File: src/rtl/eye_lock_ctrl.sv
// eye_lock_ctrl: frame-synchronous lock controller for the eye overlay.
// Collects detector/tracker eye boxes during a frame, validates their
// geometry, and at each frame_start runs the SEARCH/ACQUIRE/LOCKED/COAST
// machine. Display boxes and eye_lock change only at frame boundaries.
// Optional build macro EYE_LOCK_STATS_EN adds the 16-bit lock_loss_cnt output.
module eye_lock_ctrl #(
  parameter int COORD_W     = 11,
  parameter int H_ACT       = 800,
  parameter int V_ACT       = 480,
  parameter int LOCK_FRAMES = 3,
  parameter int LOST_FRAMES = 8
) (
  input  logic                 lcd_clk,
  input  logic                 sys_rst_n,
  input  logic                 frame_start,
  input  logic                 det_valid,
  input  logic [4*COORD_W-1:0] det_eye1,
  input  logic [4*COORD_W-1:0] det_eye2,
  input  logic                 trk_valid,
  input  logic [4*COORD_W-1:0] trk_eye1,
  input  logic [4*COORD_W-1:0] trk_eye2,
  output logic [4*COORD_W-1:0] disp_eye1,
  output logic [4*COORD_W-1:0] disp_eye2,
  output logic [10:0]          eye_lock,
  output logic [1:0]           lock_state
`ifdef EYE_LOCK_STATS_EN
  ,
  output logic [15:0]          lock_loss_cnt
`endif
);

  localparam int BOX_W  = 4 * COORD_W;
  localparam int MAX_FR = (LOCK_FRAMES > LOST_FRAMES) ? LOCK_FRAMES : LOST_FRAMES;
  localparam int CNT_W  = $clog2(MAX_FR) + 1;

  localparam logic [CNT_W-1:0]   CNT_ONE  = CNT_W'(1);
  localparam logic [CNT_W-1:0]   LOCK_CNT = CNT_W'(LOCK_FRAMES);
  localparam logic [CNT_W-1:0]   LOST_CNT = CNT_W'(LOST_FRAMES);
  localparam logic [COORD_W:0]   H_LIM    = (COORD_W+1)'(H_ACT);
  localparam logic [COORD_W:0]   V_LIM    = (COORD_W+1)'(V_ACT);

  typedef enum logic [1:0] {
    SEARCH  = 2'd0,
    ACQUIRE = 2'd1,
    LOCKED  = 2'd2,
    COAST   = 2'd3
  } state_t;

  state_t             state_reg, state_next;
  logic [CNT_W-1:0]   acq_cnt_reg, acq_cnt_next;
  logic [CNT_W-1:0]   miss_cnt_reg, miss_cnt_next;
  logic [CNT_W-1:0]   acq_inc, miss_inc;
  logic [BOX_W-1:0]   disp1_reg, disp1_next;
  logic [BOX_W-1:0]   disp2_reg, disp2_next;
  logic [10:0]        eye_lock_reg;
  logic [BOX_W-1:0]   pend_det1_reg, pend_det2_reg;
  logic [BOX_W-1:0]   pend_trk1_reg, pend_trk2_reg;
  logic               det_seen_reg, trk_seen_reg;

  // Geometry check on all four incoming boxes: det1, det2, trk1, trk2.
  logic [BOX_W-1:0]   box_in [4];
  logic [3:0]         box_ok;

  assign box_in[0] = det_eye1;
  assign box_in[1] = det_eye2;
  assign box_in[2] = trk_eye1;
  assign box_in[3] = trk_eye2;

  genvar gi;
  generate
    for (gi = 0; gi < 4; gi++) begin : g_geom
      logic [COORD_W-1:0] up, down, left, right;
      assign up    = box_in[gi][4*COORD_W-1 -: COORD_W];
      assign down  = box_in[gi][3*COORD_W-1 -: COORD_W];
      assign left  = box_in[gi][2*COORD_W-1 -: COORD_W];
      assign right = box_in[gi][COORD_W-1:0];
      assign box_ok[gi] = (up < down) && (left < right) &&
                          ({1'b0, right} < H_LIM) && ({1'b0, down} < V_LIM);
    end
  endgenerate

  // A result is usable only if both eyes pass and the machine is in the
  // mode that consumes it (detection while searching, tracking while locked).
  logic det_take, trk_take;
  assign det_take = det_valid && box_ok[0] && box_ok[1] && !state_reg[1];
  assign trk_take = trk_valid && box_ok[2] && box_ok[3] &&  state_reg[1];

  // Results arriving on the frame_start cycle still belong to the ending
  // frame, so evaluation looks through the pending registers to them.
  logic             det_seen_eff, trk_seen_eff;
  logic [BOX_W-1:0] det1_eff, det2_eff, trk1_eff, trk2_eff;
  assign det_seen_eff = det_seen_reg || det_take;
  assign trk_seen_eff = trk_seen_reg || trk_take;
  assign det1_eff     = det_take ? det_eye1 : pend_det1_reg;
  assign det2_eff     = det_take ? det_eye2 : pend_det2_reg;
  assign trk1_eff     = trk_take ? trk_eye1 : pend_trk1_reg;
  assign trk2_eff     = trk_take ? trk_eye2 : pend_trk2_reg;

  // Frame-boundary evaluation: next state, counters and display boxes.
  always_comb begin
    state_next    = state_reg;
    acq_cnt_next  = acq_cnt_reg;
    miss_cnt_next = miss_cnt_reg;
    disp1_next    = disp1_reg;
    disp2_next    = disp2_reg;
    acq_inc       = acq_cnt_reg + CNT_ONE;
    miss_inc      = miss_cnt_reg + CNT_ONE;
    if (frame_start) begin
      unique case (state_reg)
        SEARCH: begin
          if (det_seen_eff) begin
            disp1_next = det1_eff;
            disp2_next = det2_eff;
            if (LOCK_CNT == CNT_ONE) begin
              state_next   = LOCKED;
              acq_cnt_next = '0;
            end else begin
              state_next   = ACQUIRE;
              acq_cnt_next = CNT_ONE;
            end
          end else begin
            disp1_next = '0;
            disp2_next = '0;
          end
        end
        ACQUIRE: begin
          if (det_seen_eff) begin
            disp1_next = det1_eff;
            disp2_next = det2_eff;
            if (acq_inc == LOCK_CNT) begin
              state_next   = LOCKED;
              acq_cnt_next = '0;
            end else begin
              acq_cnt_next = acq_inc;
            end
          end else begin
            state_next   = SEARCH;
            acq_cnt_next = '0;
            disp1_next   = '0;
            disp2_next   = '0;
          end
        end
        LOCKED: begin
          if (trk_seen_eff) begin
            disp1_next = trk1_eff;
            disp2_next = trk2_eff;
          end else if (LOST_CNT == CNT_ONE) begin
            state_next = SEARCH;
            disp1_next = '0;
            disp2_next = '0;
          end else begin
            state_next    = COAST;
            miss_cnt_next = CNT_ONE;
          end
        end
        COAST: begin
          if (trk_seen_eff) begin
            state_next    = LOCKED;
            miss_cnt_next = '0;
            disp1_next    = trk1_eff;
            disp2_next    = trk2_eff;
          end else if (miss_inc == LOST_CNT) begin
            state_next    = SEARCH;
            miss_cnt_next = '0;
            disp1_next    = '0;
            disp2_next    = '0;
          end else begin
            miss_cnt_next = miss_inc;
          end
        end
        default: begin
          state_next = SEARCH;
        end
      endcase
    end
  end

  // State, counters and published outputs update together.
  always_ff @(posedge lcd_clk or negedge sys_rst_n) begin
    if (!sys_rst_n) begin
      state_reg    <= SEARCH;
      acq_cnt_reg  <= '0;
      miss_cnt_reg <= '0;
      disp1_reg    <= '0;
      disp2_reg    <= '0;
      eye_lock_reg <= '0;
    end else begin
      state_reg    <= state_next;
      acq_cnt_reg  <= acq_cnt_next;
      miss_cnt_reg <= miss_cnt_next;
      disp1_reg    <= disp1_next;
      disp2_reg    <= disp2_next;
      eye_lock_reg <= {11{state_next[1]}};
    end
  end

  // Pending result capture; seen flags are consumed at each frame boundary.
  always_ff @(posedge lcd_clk or negedge sys_rst_n) begin
    if (!sys_rst_n) begin
      pend_det1_reg <= '0;
      pend_det2_reg <= '0;
      pend_trk1_reg <= '0;
      pend_trk2_reg <= '0;
      det_seen_reg  <= 1'b0;
      trk_seen_reg  <= 1'b0;
    end else begin
      if (det_take) begin
        pend_det1_reg <= det_eye1;
        pend_det2_reg <= det_eye2;
      end
      if (trk_take) begin
        pend_trk1_reg <= trk_eye1;
        pend_trk2_reg <= trk_eye2;
      end
      det_seen_reg <= frame_start ? 1'b0 : (det_seen_reg || det_take);
      trk_seen_reg <= frame_start ? 1'b0 : (trk_seen_reg || trk_take);
    end
  end

  assign disp_eye1  = disp1_reg;
  assign disp_eye2  = disp2_reg;
  assign eye_lock   = eye_lock_reg;
  assign lock_state = state_reg;

`ifdef EYE_LOCK_STATS_EN
  logic [15:0] loss_cnt_reg;
  logic        loss_event;
  assign loss_event = frame_start && state_reg[1] && (state_next == SEARCH);

  // Saturating count of lock losses (tracking mode falling back to SEARCH).
  always_ff @(posedge lcd_clk or negedge sys_rst_n) begin
    if (!sys_rst_n) begin
      loss_cnt_reg <= '0;
    end else if (loss_event && (loss_cnt_reg != 16'hFFFF)) begin
      loss_cnt_reg <= loss_cnt_reg + 16'd1;
    end
  end

  assign lock_loss_cnt = loss_cnt_reg;
`endif

endmodule

File: config.mk
export PLATFORM = sky130hd
export DESIGN_NAME = eye_lock_ctrl
export DESIGN_NICKNAME = d
export VERILOG_FILES = /design/src/rtl/eye_lock_ctrl.sv
export SDC_FILE = /design/constraint.sdc
export NUM_CORES = 1
export LEC_CHECK = 0
export BUFFER_PORTS_ARGS = -buffer_cell sky130_fd_sc_hd__buf_2
export CORE_UTILIZATION = 30
export CTS_CLUSTER_SIZE = 14
export DETAILED_ROUTE_END_ITERATION = 7
export PLACE_DENSITY = 0.51
export SYNTH_ARGS = -nofsm -noshare
export SYNTH_HDL_FRONTEND = slang
export SYNTH_SLANG_ARGS = --single-unit
File: constraint.sdc
create_clock -name lcd_clk -period 3 [get_ports lcd_clk]
set_input_delay 0.6 -clock lcd_clk [delete_from_list [all_inputs] [get_ports lcd_clk]]
set_output_delay 0.6 -clock lcd_clk [all_outputs]
set_load 0.1 [all_outputs]
==> metrics.yaml <==
timing:
  period_share: 0.961
  setup_violations: 0
  fin_tns_setup_ns: 0
  slew_headroom: 0.531
  min_period_ns: 2.88
  rsz0062_at_grt: "no"
  final_max_slew_viol_count: 0
  clock_skew_ns: 0.0174
  worstMarginPinSlew_ns: 0.704
  hold_violations: 0
  timing.fmax_ghz: 0.347
synthesis:
  synth-edff-count: 0
  ys_async_sr_fraction: 1.00
  syn_nets: 1807
  synthMuxAreaShare: 0.0638
  synth-seq-cells: 276
  netlist_area_um2: 15500
  seq_area_frac_synth: 0.445
  synthAdderAreaFrac: 0.0677
  synth-compound-area-share: 0.217
  synth_cell_type_count: 55
  synth_top_family_by_area: "compound AO/OA/AOI/OAI gates"
  yosysWarnings: 0
  synthSimpleGateAreaFrac: 0.112
  syn_inst: 1542
  yosys.area_share.xor_xnor: 0.00113
  synthFlopType: "dfrtp_1"
  syn_area_per_cell_um2: 10.1
power_and_ir_drop:
  power_leakage_uw: 0.0101
  powerDensity_nw_per_um2: 460
  fin_total_pwr_uw: 9400
  peakVddDrop_mv: 0.334
worst_setup_path:
  r2r_start: "lock_state[1]"
  path_delay_family: "compound AO/OA/AOI/OAI gates"
  worstReg2RegEnd: "disp_eye1[22]"
  path_cells: "buf_2, inv_1, ha_1, a21o_1, a221o_1, a31oi_2, buf_4, o22ai_4, buf_4, o31a_1, o211ai_1, o221ai_1"
  cp.depth: 12
  cp.arrival_ns: 3.27
  r2r_setup_slack_ns: 0.44
  crit_top_cell: "buf_4"
  crit_required_ns: 3.39
  cpMaxStageDelayCell: "a221o_1"
  cp-start-kind: "primary input"
  reg2reg_depth: 9
  critPathMaxStageDelay_ns: 0.35
  cp-endpoint: "disp_eye2[38]"
  critPathMaxFanout: 19
  crit_buf_inv: 4
  crit_path_start: "trk_eye2[5]"
  critPathKind: "primary input to register"
  end_kind: "register"
grt:
  grt_pass1_vias: 13900
  grt_overflow: 0
  antenna_found_initial: 14
  grt_usage: 0.207
  grt_pass1_wl_um: 84300
  grt_max_degree: 69
detailed_routing:
  drtIter0Drc: 920
  drc: 0
  vias: 13700
  wire_per_inst_um: 20.9
  finalWirelength_um: 54700
  postRouteAntennaNets: 0
  firstDrtPassIters: 7
  vias_per_cell: 5.23
placed_design:
  gp_congestion: 0.851
  hpwl_um: 40600
  io_buffers: 281
layout:
  fill_cells: 4984
  register_area_um2: 6910
  layout_commonest_cell: "buf_2"
  final_layout_size_suffix_gt1_frac: 0.370
  fin_nets: 2185
  area_delta_synth_final_pct: 31.7
  layout_common_cells: "280 x buf_2, 275 x dfrtp_1, 226 x inv_1"
  multi_input_area_um2: 7260
floorplanning:
  ios: 282
  rows: 82
  die_w_um: 229
  core_um2: 50600
  die_area_um2: 52600
  die_h_um: 229
  start_util: 0.307
clock_tree:
  numCtsBuffers: 35
  postCtsSetupBuffers: 0
  clk_latency_ns: 0.54
  path_clk_slew_ns: 0.06
  htreeDepth: 2
  cts_tree: "done"
  clock_sinks: 276
  cts.path.max_buffers: 3
  root_buffer: "clkbuf_16"
hold_path:
  hp-class: "primary input to async pin"
job:
  drv_cap: 0
status:
  status: "completed"
==> worst reg2reg max path, delay by kind of cell, from the launching register on <==
family,cells,cell delay (ns)
and+or+nand+nor,3,0.56
AOI/OAI and AO/OA,4,0.94
DFF,1,0.47
buffers and inverters,2,0.46
==> metal layers <==
layer	up-vias	share of wire	global-route usage
li1	6452	-	-
met1	6826	0.46	0.286
met2	344	0.46	0.331
met3	75	0.055	0.0423
met4	8	0.018	0.0471
met5	-	0.0010	0
==> report_power, final <==
group / internal [uW] / switching, uW
clock network: 2900 / 1720
logic: 402 / 592
registers: 3760 / 20.1
total: 7060 / 2330
==> cells in the mapped netlist, drive strengths merged (24+ instances only) <==
| cell type | number | area share |
|---|---|---|
| o31a | 82 | 0.046 |
| ha | 84 | 0.068 |
| mux2 | 87 | 0.063 |
| inv | 226 | 0.055 |
| o221ai | 82 | 0.046 |
| buf | 39 | 0.016 |
| dfrtp | 276 | 0.45 |
| nor4 | 91 | 0.037 |
| o211ai | 86 | 0.042 |
| a22oi | 87 | 0.042 |
| or2 | 86 | 0.035 |
| clkbuf | 94 | 0.023 |
| nor2 | 24 | 0.0058 |
| nand2 | 38 | 0.0092 |
| a21oi | 26 | 0.0084 |
==> logic make-up (layout without fill, tap and decap cells) <==
family	count (synthesis)	in the layout
buf+inv	359	759
compound gates	430	430
other cells	0	7
fa+ha+maj	84	84
flops	276	276
mux	88	88
simple gates	303	303
xor+xnor	2	2
==> stage by stage <==
step / worst slack (ns) / area, um^2 / utilization / hold WS, ns / std cells
global placement: -0.575 / 19200 / 0.379 / 0.474 / 2555
detailed placement: -0.570 / 19200 / 0.379 / 0.479 / 2555
CTS: 0.0634 / 20400 / 0.403 / 0.0455 / 2614
finish: 0.117 / 20400 / 0.404 / 0.0422 / 2621
floorplan: 0.154 / 15500 / - / 0.304 / 1542
global route: 0.0562 / 20400 / 0.404 / 0.0677 / 2616
==> worst min path at each step <==
stage                     depth (start not counted)               from  slack [ns]                 to
after CTS                                         1          sys_rst_n        0.05  pend_det1_reg[43]
after floorplan                                   0          sys_rst_n        0.30     acq_cnt_reg[0]
after detailed placement                          2  pend_det2_reg[10]        0.48  pend_det2_reg[10]
after global routing                              1          sys_rst_n        0.07      disp_eye1[35]
after global placement                            2  pend_det2_reg[32]        0.47  pend_det2_reg[32]
final                                             1          sys_rst_n        0.04      disp_eye1[35]
==> layout make-up <==
type	instances	area share
timing repair buffer	474	0.162
antenna	7	0.000858
multi-input combinational	907	0.355
inverter	226	0.0415
tap	672	0.0412
clock inverter	11	0.0104
clock buffer	48	0.0503
sequential	276	0.338
==> what timing repair did <==
action	in CTS	in global routing
gates resized for setup	1	2
hold buffers	0	0
setup endpoints to repair	1	15
pin swaps	0	0
No activity file was read; power rests on OpenSTA's default activity.
